<file path="src/rtl/frame_scanout.sv">
// Double-buffered framebuffer scan-out with integer upscale and vblank bank swap.
// Optional overlay path enabled by defining FB_OVERLAY_EN.
module frame_scanout #(
  parameter int          SRC_W      = 240,
  parameter int          SRC_H      = 160,
  parameter int          SCALE      = 2,
  parameter logic [23:0] BORDER_RGB = 24'h0000FF,
  parameter logic [23:0] KEY_RGB    = 24'hFF00FF
) (
  input  logic        Clk,
  input  logic        Reset,
  input  logic        DrawEn,
  input  logic [9:0]  DrawX,
  input  logic [9:0]  DrawY,
  output logic [18:0] fb_raddr,
  input  logic [23:0] fb_rdata,
`ifdef FB_OVERLAY_EN
  input  logic [23:0] ov_rdata,
`endif
  input  logic        swap_req,
  output logic        swap_ack,
  output logic        back_bank,
  output logic [7:0]  R,
  output logic [7:0]  G,
  output logic [7:0]  B
);

  localparam int          SH    = (SCALE == 4) ? 2 : (SCALE == 2) ? 1 : 0;
  localparam logic [10:0] ACT_W = 11'(SRC_W * SCALE);
  localparam logic [10:0] ACT_H = 11'(SRC_H * SCALE);
  localparam logic [18:0] BANK  = 19'(SRC_W * SRC_H);

  localparam logic [0:0] IDLE    = 1'b0;
  localparam logic [0:0] PENDING = 1'b1;

  logic        front;
  logic [0:0]  state;
  logic        req_q;
  logic        act_q;
  logic        en_q;

  logic        vis;
  logic        vbl;
  logic        rise;
  logic [18:0] row;
  logic [18:0] col;
  logic [18:0] off;
  logic [18:0] base;
  logic [23:0] rgb_d;

  assign vis  = ({1'b0, DrawX} < ACT_W) && ({1'b0, DrawY} < ACT_H);
  assign vbl  = (DrawX == 10'd0) && ({1'b0, DrawY} == ACT_H);
  assign rise = swap_req & ~req_q;
  assign row  = 19'(DrawY >> SH);
  assign col  = 19'(DrawX >> SH);
  assign off  = vis ? (row * 19'(SRC_W) + col) : 19'd0;
  assign base = front ? BANK : 19'd0;

  assign back_bank = ~front;

  // Stage 0: address and flags; the flags ride alongside the RAM read
  always_ff @(posedge Clk or posedge Reset) begin
    if (Reset) begin
      fb_raddr <= '0;
      act_q    <= 1'b0;
      en_q     <= 1'b0;
    end else begin
      fb_raddr <= base + off;
      act_q    <= vis;
      en_q     <= DrawEn;
    end
  end

  always_comb begin
    rgb_d = '0;
    if (en_q) begin
      if (!act_q) begin
        rgb_d = BORDER_RGB;
      end else begin
        rgb_d = fb_rdata;
`ifdef FB_OVERLAY_EN
        if (ov_rdata != KEY_RGB)
          rgb_d = ov_rdata;
`endif
      end
    end
  end

`ifndef FB_OVERLAY_EN
  logic unused_key;
  assign unused_key = ^KEY_RGB;
`endif

  always_ff @(posedge Clk or posedge Reset) begin
    if (Reset) begin
      R <= '0;
      G <= '0;
      B <= '0;
    end else begin
      R <= rgb_d[23:16];
      G <= rgb_d[15:8];
      B <= rgb_d[7:0];
    end
  end

  // Swap only at vblank start; edges while pending collapse into one swap
  always_ff @(posedge Clk or posedge Reset) begin
    if (Reset) begin
      state    <= IDLE;
      front    <= 1'b0;
      req_q    <= 1'b0;
      swap_ack <= 1'b0;
    end else begin
      req_q    <= swap_req;
      swap_ack <= 1'b0;
      case (state)
        IDLE: begin
          if (rise)
            state <= PENDING;
        end
        default: begin
          if (vbl) begin
            state    <= IDLE;
            front    <= ~front;
            swap_ack <= 1'b1;
          end
        end
      endcase
    end
  end

endmodule

</file>
<file path="config.mk">
export PLATFORM = sky130hd
export DESIGN_NAME = frame_scanout
export DESIGN_NICKNAME = d
export VERILOG_FILES = /design/src/rtl/frame_scanout.sv
export SDC_FILE = /design/constraint.sdc
export NUM_CORES = 1
export LEC_CHECK = 0
export ABC_AREA = 1
export CORE_MARGIN = 2
export CORE_UTILIZATION = 45
export DETAILED_ROUTE_END_ITERATION = 16
export MAX_ROUTING_LAYER = met4
export PLACE_DENSITY_LB_ADDON = 0.25
export SLEW_MARGIN = 20
export SYNTH_ARGS = -nofsm -noshare
export SYNTH_HDL_FRONTEND = slang
export SYNTH_SLANG_ARGS = --single-unit
export TNS_END_PERCENT = 10
</file>
<file path="constraint.sdc">
create_clock -name Clk -period 2.3 [get_ports Clk]
set_input_delay 0.46 -clock Clk [delete_from_list [all_inputs] [get_ports Clk]]
set_output_delay 0.46 -clock Clk [all_outputs]
set_load 0.02 [all_outputs]
</file>
== Word level (Yosys, flattened, before mapping) ==
Index checks and enable logic that the tools add are counted.

* Input port bits: 48
* Register bits after elaboration: 49
* Output and inout bits: 45

* Eq/ne operators: 1
* Order comparisons: 2
* Mux-type cells: 9
* $mul: 1
* Bitwise logic cells: 3
* Add/sub/neg operators: 2
* Reduce and logical (&&, ||, !) cells: 4

{| class="wikitable"
|+ Operator list
! cell !! number
|-
| $mux 24 || 2
|-
| $lt 10x9->1 const B || 2
|-
| $add 16x18->19 || 1
|-
| $add 17x9->18 || 1
|-
| $mux 18 || 1
|-
| $mux 16 || 1
|-
| $mul 9x4->13 const B || 1
|-
| $eq 10x9->1 const B || 1
|-
| $logic_not 10->1 || 1
|-
| $mux 1 || 5
|-
| $logic_and 1x1->1 || 2
|-
| $not 1->1 || 2
|-
| $reduce_and 2->1 || 1
|-
| $and 1x1->1 || 1
|}

== Longest topological paths before layout ==
Gate-level depths: netlist of the first run.

* Depth after elaboration: 4
* Depth in mapped cells: 24

== Least setup slack after synthesis of the first run ==
No wires, ideal clock.

* Kind: input-to-reg
* Start point: input DrawY[4]
* End point: register fb_raddr[17]
* Arrival: 4.016 ns
* Stages: 23
* Path slack: -1.832 ns
* Buffers on the path: 0
* Setup time: 0.117 ns
* Required time: 2.183 ns
* Cell sequence: inv_1 fa_1 fa_1 inv_1 ha_1 xnor2_1 ha_1 nand2_1 nor2_1 nand2_1 nand3_1 nand3_2 inv_2 nand3_2 nor2_1 xor2_1 nor2_1 ha_1 inv_1 nor2_1 nand2_1 nand3_1 nand2_1

* Word-level cells in the longest chain between the ends: 4

{| class="wikitable"
|+ Ends and longest elaborated chain
! element !! RTL line !! RTL
|-
| start: declaration || 14 || <nowiki>input logic [9:0] DrawY,</nowiki>
|-
| $mul 9x4->13 or $lt 10x9->1 (tied branches) || 56, 51 ||
|-
| $add 17x9->18 or $logic_and 1x1->1 (tied branches) || 56, 51 ||
|-
| $mux 18 (*) || 56 || <nowiki>assign off = vis ? (row * 19'(SRC_W) + col) : 19'd0;</nowiki>
|-
| $add 16x18->19 (*) || 68 || <nowiki>fb_raddr <= base + off;</nowiki>
|-
| end signal: assignment || 68 ||
|-
| end: declaration || 15 || <nowiki>output logic [18:0] fb_raddr,</nowiki>
|}

Mark *: on every way between the ends. The rest lies on a longest branch, timed or not.
A chain may end at the register's enable or synchronous reset.

== Final worst setup path of the first run ==
* Start point: input DrawY[7]
* End point: register fb_raddr[18]

The elaborated chain is that of the path after synthesis.

==> results of run 1 <==
## final cells by class
class	count	area [um^2]	area share
multi-input cells	261	2052	0.3710
clock inverters	1	30.03	0.005430
repair buffers	182	1614	0.2919
clock buffers	7	86.33	0.01561
flip-flops and latches	49	1226	0.2217
inverters	105	397.9	0.07195
well taps	99	123.9	0.02240
## state kept, by name, indices dropped and copies added (netlist names)
signal	flops
front	1
act_q	1
fb_raddr	19
en_q	1
R	8
swap_ack	1
B	8
req_q	1
state	1
G	8
## stage by stage
step	hold slack [ns]	setup TNS, ns	instances	worst slack, ns
floorplan	0.4776	-15.55	419	-1.672
global route	0.5656	-16.61	704	-1.861
finish	0.5329	-14.78	704	-1.643
CTS	0.5396	-15.84	700	-1.713
detailed placement	0.5195	-25.69	680	-2.447
global placement	0.5053	-23.71	680	-2.254
## cell usage after synthesis, types with 5 or more instances
cell / count / area [um^2]
inv_1: 101 / 379.1
nand4_1: 5 / 31.28
xor2_1: 6 / 52.55
ha_1: 30 / 375.4
fa_1: 17 / 340.3
nor2_1: 44 / 165.2
nand2_2: 7 / 43.79
dfrtp_1: 49 / 1226
a21oi_1: 22 / 110.1
nand2_1: 76 / 285.3
nand3_2: 9 / 90.09
nand3_1: 19 / 95.09
## cells by family (layout without fill, tap and decap cells)
family                     Yosys count  after routing  share of synthesized area
adders and majority gates           47             47                     0.2087
DFF                                 49             49                     0.3575
AOI/OAI and AO/OA                   33             33                    0.05473
and+or+nand+nor                    172            172                     0.2324
buffers and inverters              109            295                     0.1215
xor gates and xnor gates             9              9                    0.02518
## per-layer routing
layer / share of wire / global-route usage / up-vias
li1: - / - / 1629
met1: 0.40 / 0.2343 / 1483
met2: 0.54 / 0.4160 / 99
met3: 0.043 / 0.03071 / 18
met4: 0.021 / 0.07828 / 0
met5: 0 / - / -
## report_power, final
part	internal, mW	switching (mW)
Combinational	1.10	1.18
Sequential	0.912	0.0161
Clock	0.354	0.255
Total	2.37	1.45
## timing repair
action	4_1_cts	5_1_grt
pin swaps	25	41
resized for setup	38	42
hold buffers	0	0
gates cloned	0	0
buffers inserted	12	4
setup endpoints to repair	12	12
## how the worst min path moves through the flow
stage	startpoint	depth (start not counted)	slack (ns)	end
6_report	state	2	0.53	state
5_1_grt	state	2	0.57	state
4_1_cts	state	2	0.54	state
3_5_place_dp	state	2	0.52	state
3_3_place_gp	state	2	0.51	state
2_1_floorplan	state	2	0.48	state
## tightest hold or removal path, delay by kind of cell (launching register included)
family | cells | cell delay (ns)
and+or+nand+nor | 1 | 0.09
DFF | 1 | 0.36
AOI/OAI and AO/OA | 1 | 0.05
==> metrics.log, run 1 <==
INFO  metric cellLeakagePower = 2.900 nW
INFO  metric finalCriticalPeriod = just under 4 ns
INFO  metric post-layout-total-power = 3.817 mW
INFO  metric initial_core_utilization = 0.4678
INFO  metric num_rows = 31
INFO  metric synthCells = ~420
INFO  metric ys_warn_count = 0
INFO  metric critPathTopFamily = buffers and inverters
INFO  metric finish.net_count = ~700
INFO  metric run_status = finished with violations
INFO  metric gp_congestion = approximately 0.84
INFO  metric die_area = 8336 um^2
INFO  metric grt_pass1_wl = between 10,000 and 15,000 um
INFO  metric initial_antenna_violation_count = 0
INFO  metric hold_class = reg2reg
INFO  metric timing.rr.start = front
INFO  metric vias_in_the_first_global_route = approximately 3.4k
INFO  metric asyncSetResetFlopFracSynth = 1.000
INFO  metric worst_ep_required_time = between 2 and 2.5 ns
INFO  metric routed_wl = approximately 8600 um
INFO  metric skew = approximately 0.0022 ns
INFO  metric top_library_cells_by_usage_in_the_layout_fill_and_taps_aside = 90 x inv_1, 89 x buf_4, 85 x clkdlybuf4s50_1, 62 x nand2_1, 49 x dfrtp_1
INFO  metric detailedPlacementHpwl = around 6700 um
INFO  metric clock_sinks = around 50
INFO  metric power_per_cell_area = around 690 nW/um^2
INFO  metric final-hold-violation-count = 0
INFO  metric worst_path_max_delay_cell = fa_1
INFO  metric worst_skew_pair.late_latency = 0.29 ns
INFO  metric crit_path_frequent_cell = buf_4
INFO  metric cp_data_arrival_time = between 4 and 5 ns
INFO  metric antenna_left = 0
INFO  metric ioPinCount = 93
INFO  metric worstReg2RegEnd = fb_raddr[17]
INFO  metric mean_cell_area_of_the_mapped_netlist = 8.185 um^2
INFO  metric setup.worst_path.start_class = input pin
INFO  metric layout-area-overhead-vs-synth = 61.25%
INFO  metric path_cells = clkdlybuf4s50_1 > inv_2 > fa_1 > fa_1 > inv_1 > ha_4 > nand2_4 > buf_4 > nor2_1 > nand2_1 > nand2_2 > xnor2_2 > nor2_4 > buf_4 > buf_4 > buf_4 > buf_4 > buf_4 > buf_4 > buf_4 > buf_4 > nand4_1 > nor2_2
INFO  metric end_kind = flop
INFO  metric portion_of_the_clock_cycle_consumed_by_the_worst_path_in_the_final_layout = 1.714
INFO  metric synth_enable_flop_cells = 0
INFO  metric clock_tree.htree_level_count = 2
INFO  metric crit_type = in2reg
INFO  metric diodes = 0
INFO  metric netlist-cell-type-count = 31
INFO  metric fin_area = 5530 um^2
INFO  metric final_core_util = 0.7544
INFO  metric layout.filler_cells = a little over 500
INFO  metric timing.fmax = 0.2536 GHz
INFO  metric grt_start_max_net_pins = 50
INFO  metric failed_checks = setup timing
INFO  metric layout.cells.most_common = inv_1
INFO  metric worst-r2r-cell-count = 10
INFO  metric clockRootBuffer = clkbuf_8
INFO  metric placedInstanceArea = slightly above 5000 um^2
INFO  metric port_buffers = 92
INFO  metric yosys_most_used_dff = dfrtp_1
INFO  metric synthesis.area = around 3400 um^2
INFO  metric fp.dieH = about 90 um
INFO  metric fraction_of_layout_cells_with_a_size_suffix_above_1 = 0.3041
INFO  metric post-route-drc-count = 0
INFO  metric drv_cap = 0
INFO  metric core_area = ~7300 um^2
INFO  metric slew-limit-headroom = 0.6123
INFO  metric cts_made_buffers = 5
INFO  metric groute.usage.overall = 0.2207
INFO  metric route.vias.total = 3,229
INFO  metric dr.pass1.iters = 4
INFO  metric finalSetupViolations = 12
INFO  metric rsz0062_at_grt = true
INFO  metric crit_path_buffers_inverters = 12
INFO  metric critical_path_depth = 23
INFO  metric worstMarginPinSlew = approximately 0.58 ns
INFO  metric cts_tree = done
INFO  metric detail_route.iter0.violations = 112
INFO  metric floorplan.die.width = 91.30 um
INFO  metric synth_seq_cells = 49
INFO  metric stage_delay_of_the_slowest_cell_on_the_critical_path = approximately 0.55 ns
INFO  metric timing.final.max_slew_violations = 0
INFO  metric peak_ir_drop_on_the_vdd_network = 443.2 uV
INFO  metric postSynthNetCount = 514
INFO  metric clkSlewWorstSetupHoldPaths = around 0.080 ns
INFO  metric setup.worst_path.start = DrawY[7]
INFO  metric worstSetupEndpoint = fb_raddr[18]
INFO  metric cts_max_path_buffers = 2
INFO  metric ff2ff_setup_slack = 0.54 ns
INFO  metric detail_route.vias_per_cell = about 4.6
INFO  metric overflow = 0
INFO  metric routedWlPerCell = between 10 and 15 um
INFO  metric critical_path.max_fanout = 4
INFO  metric synth.yosys.seq_area_share = 0.3575
INFO  metric postLayoutSetupSlackWorst = -1.643 ns
Note: power is estimated with default switching activity, not from simulation.
==> inputs of run 2 (changes only) <==
SETUP_SLACK_MARGIN = 0.1   (was unset)
clock period = 4.1 ns   (was 2.3 ns; I/O delays follow)
==> metrics.log, run 2 (synthesized netlist as in run 1, its figures left out) <==
INFO  metric initial_antenna_violation_count = 0
INFO  metric drv_cap = 0
INFO  metric route.vias.total = around 3.3k
INFO  metric fin_area = roughly 5600 um^2
INFO  metric floorplan.die.width = slightly above 90 um
INFO  metric timing.final.max_slew_violations = 0
INFO  metric finish.net_count = ~700
INFO  metric worstMarginPinSlew = between 0.9 and 1 ns
INFO  metric end_kind = flop
INFO  metric routedWlPerCell = about 12 um
INFO  metric clock_sinks = 49
INFO  metric die_area = between 8000 and 9000 um^2
INFO  metric hold_class = reg2reg
INFO  metric fraction_of_layout_cells_with_a_size_suffix_above_1 = 0.3040
INFO  metric antenna_left = 0
INFO  metric vias_in_the_first_global_route = 3,246
INFO  metric peak_ir_drop_on_the_vdd_network = 252.4 uV
INFO  metric layout.cells.most_common = inv_1
INFO  metric cellLeakagePower = ~2.9 nW
INFO  metric largest_register_ffs = 19
INFO  metric ff2ff_setup_slack = 2.29 ns
INFO  metric grt_pass1_wl = ~14,000 um
INFO  metric detail_route.vias_per_cell = approximately 4.6
INFO  metric failed_checks = setup timing
INFO  metric cts_tree = done
INFO  metric power_per_cell_area = 402.4 nW/um^2
INFO  metric rsz0062_at_grt = true
INFO  metric cts_made_buffers = 5
INFO  metric portion_of_the_clock_cycle_consumed_by_the_worst_path_in_the_final_layout = 1.079
INFO  metric timing.fmax = 0.2260 GHz
INFO  metric layout-area-overhead-vs-synth = 62.06%
INFO  metric layout.filler_cells = roughly 500
INFO  metric slew-limit-headroom = 0.3580
INFO  metric skew = around 0.0038 ns
INFO  metric fp.dieH = a little over 90 um
INFO  metric groute.usage.overall = 0.2071
INFO  metric ctsHoldBuffers = 0
INFO  metric diodes = 0
INFO  metric multi_input_gate_area_in_the_final_layout = 2101 um^2
INFO  metric final-hold-violation-count = 0
INFO  metric finalSetupViolations = 7
INFO  metric top_library_cells_by_usage_in_the_layout_fill_and_taps_aside = 90 x inv_1, 86 x clkdlybuf4s50_1, 85 x buf_4, 57 x nand2_1, 49 x dfrtp_1
INFO  metric run_status = finished with violations
INFO  metric initial_core_utilization = 0.4678
INFO  metric overflow = 0
INFO  metric worst_skew_pair.late_latency = between 0.2 and 0.3 ns
INFO  metric detail_route.iter0.violations = 142
INFO  metric clkSlewWorstSetupHoldPaths = roughly 0.08 ns
INFO  metric area.sequential = 1226 um^2
INFO  metric placedInstanceArea = 4942 um^2
INFO  metric postLayoutSetupSlackWorst = -0.3243 ns
INFO  metric post-route-drc-count = 0
INFO  metric crit_type = in2reg
INFO  metric dr.pass1.iters = 4
INFO  metric ioPinCount = slightly above 90
INFO  metric routed_wl = about 8800 um
INFO  metric placedCellCount = about 670
INFO  metric grt_start_max_net_pins = 50
INFO  metric cp_data_arrival_time = roughly 4.6 ns
INFO  metric finalCriticalPeriod = 4.424 ns
INFO  metric cts_max_path_buffers = 2
INFO  metric gp_congestion = about 0.86
INFO  metric clock_tree.htree_level_count = 2
INFO  metric num_rows = 31
INFO  metric setup.worst_path.start_class = input pin
INFO  metric core_area = about 7300 um^2
INFO  metric detailedPlacementHpwl = 6244 um
INFO  metric final_standard_cell_count_with_taps_included_and_fillers_excluded = 701
INFO  metric clockRootBuffer = clkbuf_8
INFO  metric top_register = fb_raddr
INFO  metric critical_path.max_fanout = 5
INFO  metric port_buffers = 92
INFO  metric worst_ep_required_time = approximately 4.3 ns
## run 2: path summary, 6_finish.rpt
kind                       startpoint           end  cells after the start
max                          DrawY[4]  fb_raddr[18]                     24
min                             state         state                      2
max reg2reg                     front  fb_raddr[13]                      7
min reg2reg                     state         state                      2
max in group asynchronous       Reset          R[3]                      2
min in group asynchronous       Reset          G[0]                      2
## run 2: stage by stage
step                setup TNS [ns]  worst slack [ns]  hold slack, ns  utilization  power (mW)
floorplan                   -1.087           -0.2319          0.4776            -       1.127
global placement            -6.473           -0.8163          0.5057       0.6742       1.519
detailed placement          -7.684           -0.9627          0.5209       0.6742       1.552
CTS                         -1.149           -0.2492          0.5413       0.7233       2.025
global route                -2.961           -0.4826          0.5929       0.7582       2.383
finish                      -1.712           -0.3243          0.5360       0.7582       2.236
## run 2: cell type report
class	instances	area share
sequential	49	0.2206
inverter	105	0.07249
clock inverter	1	0.005403
timing repair buffer	179	0.2857
clock buffer	7	0.01553
multi-input combinational	261	0.3780
tap	99	0.02229
## run 2: power breakdown
group / total, mW / internal, mW / switching, mW
logic: 1.37 / 0.662 / 0.713
registers: 0.520 / 0.512 / 0.00854
clock network: 0.341 / 0.199 / 0.143
total: 2.24 / 1.37 / 0.864
## run 2: worst max-delay path, stage by stage
cell	delay [ns]
clkdlybuf4s15_1	0.21
clkinvlp_4	0.10
fa_1	0.48
fa_1	0.52
inv_1	0.06
ha_4	0.30
xnor2_4	0.13
ha_4	0.24
a21oi_2	0.22
nand3_4	0.13
nand3_4	0.12
inv_4	0.04
nand3_4	0.08
nor2_4	0.05
buf_4	0.13
buf_4	0.12
buf_4	0.12
buf_4	0.12
buf_4	0.12
buf_4	0.12
buf_4	0.12
buf_4	0.12
nand4_1	0.08
nor2_2	0.05
## run 2: what timing repair did
action                     4_1_cts  5_1_grt
resized for setup               40       47
pin swaps                       27       44
setup endpoints to repair        9        9
buffers inserted                19        9
## run 2: routing by layer
metal	vias up	global-route usage	part of all wire
met5	-	-	0
met4	0	0.06566	0.020
met3	21	0.02407	0.042
met2	112	0.3889	0.54
met1	1505	0.2277	0.40
li1	1621	-	-
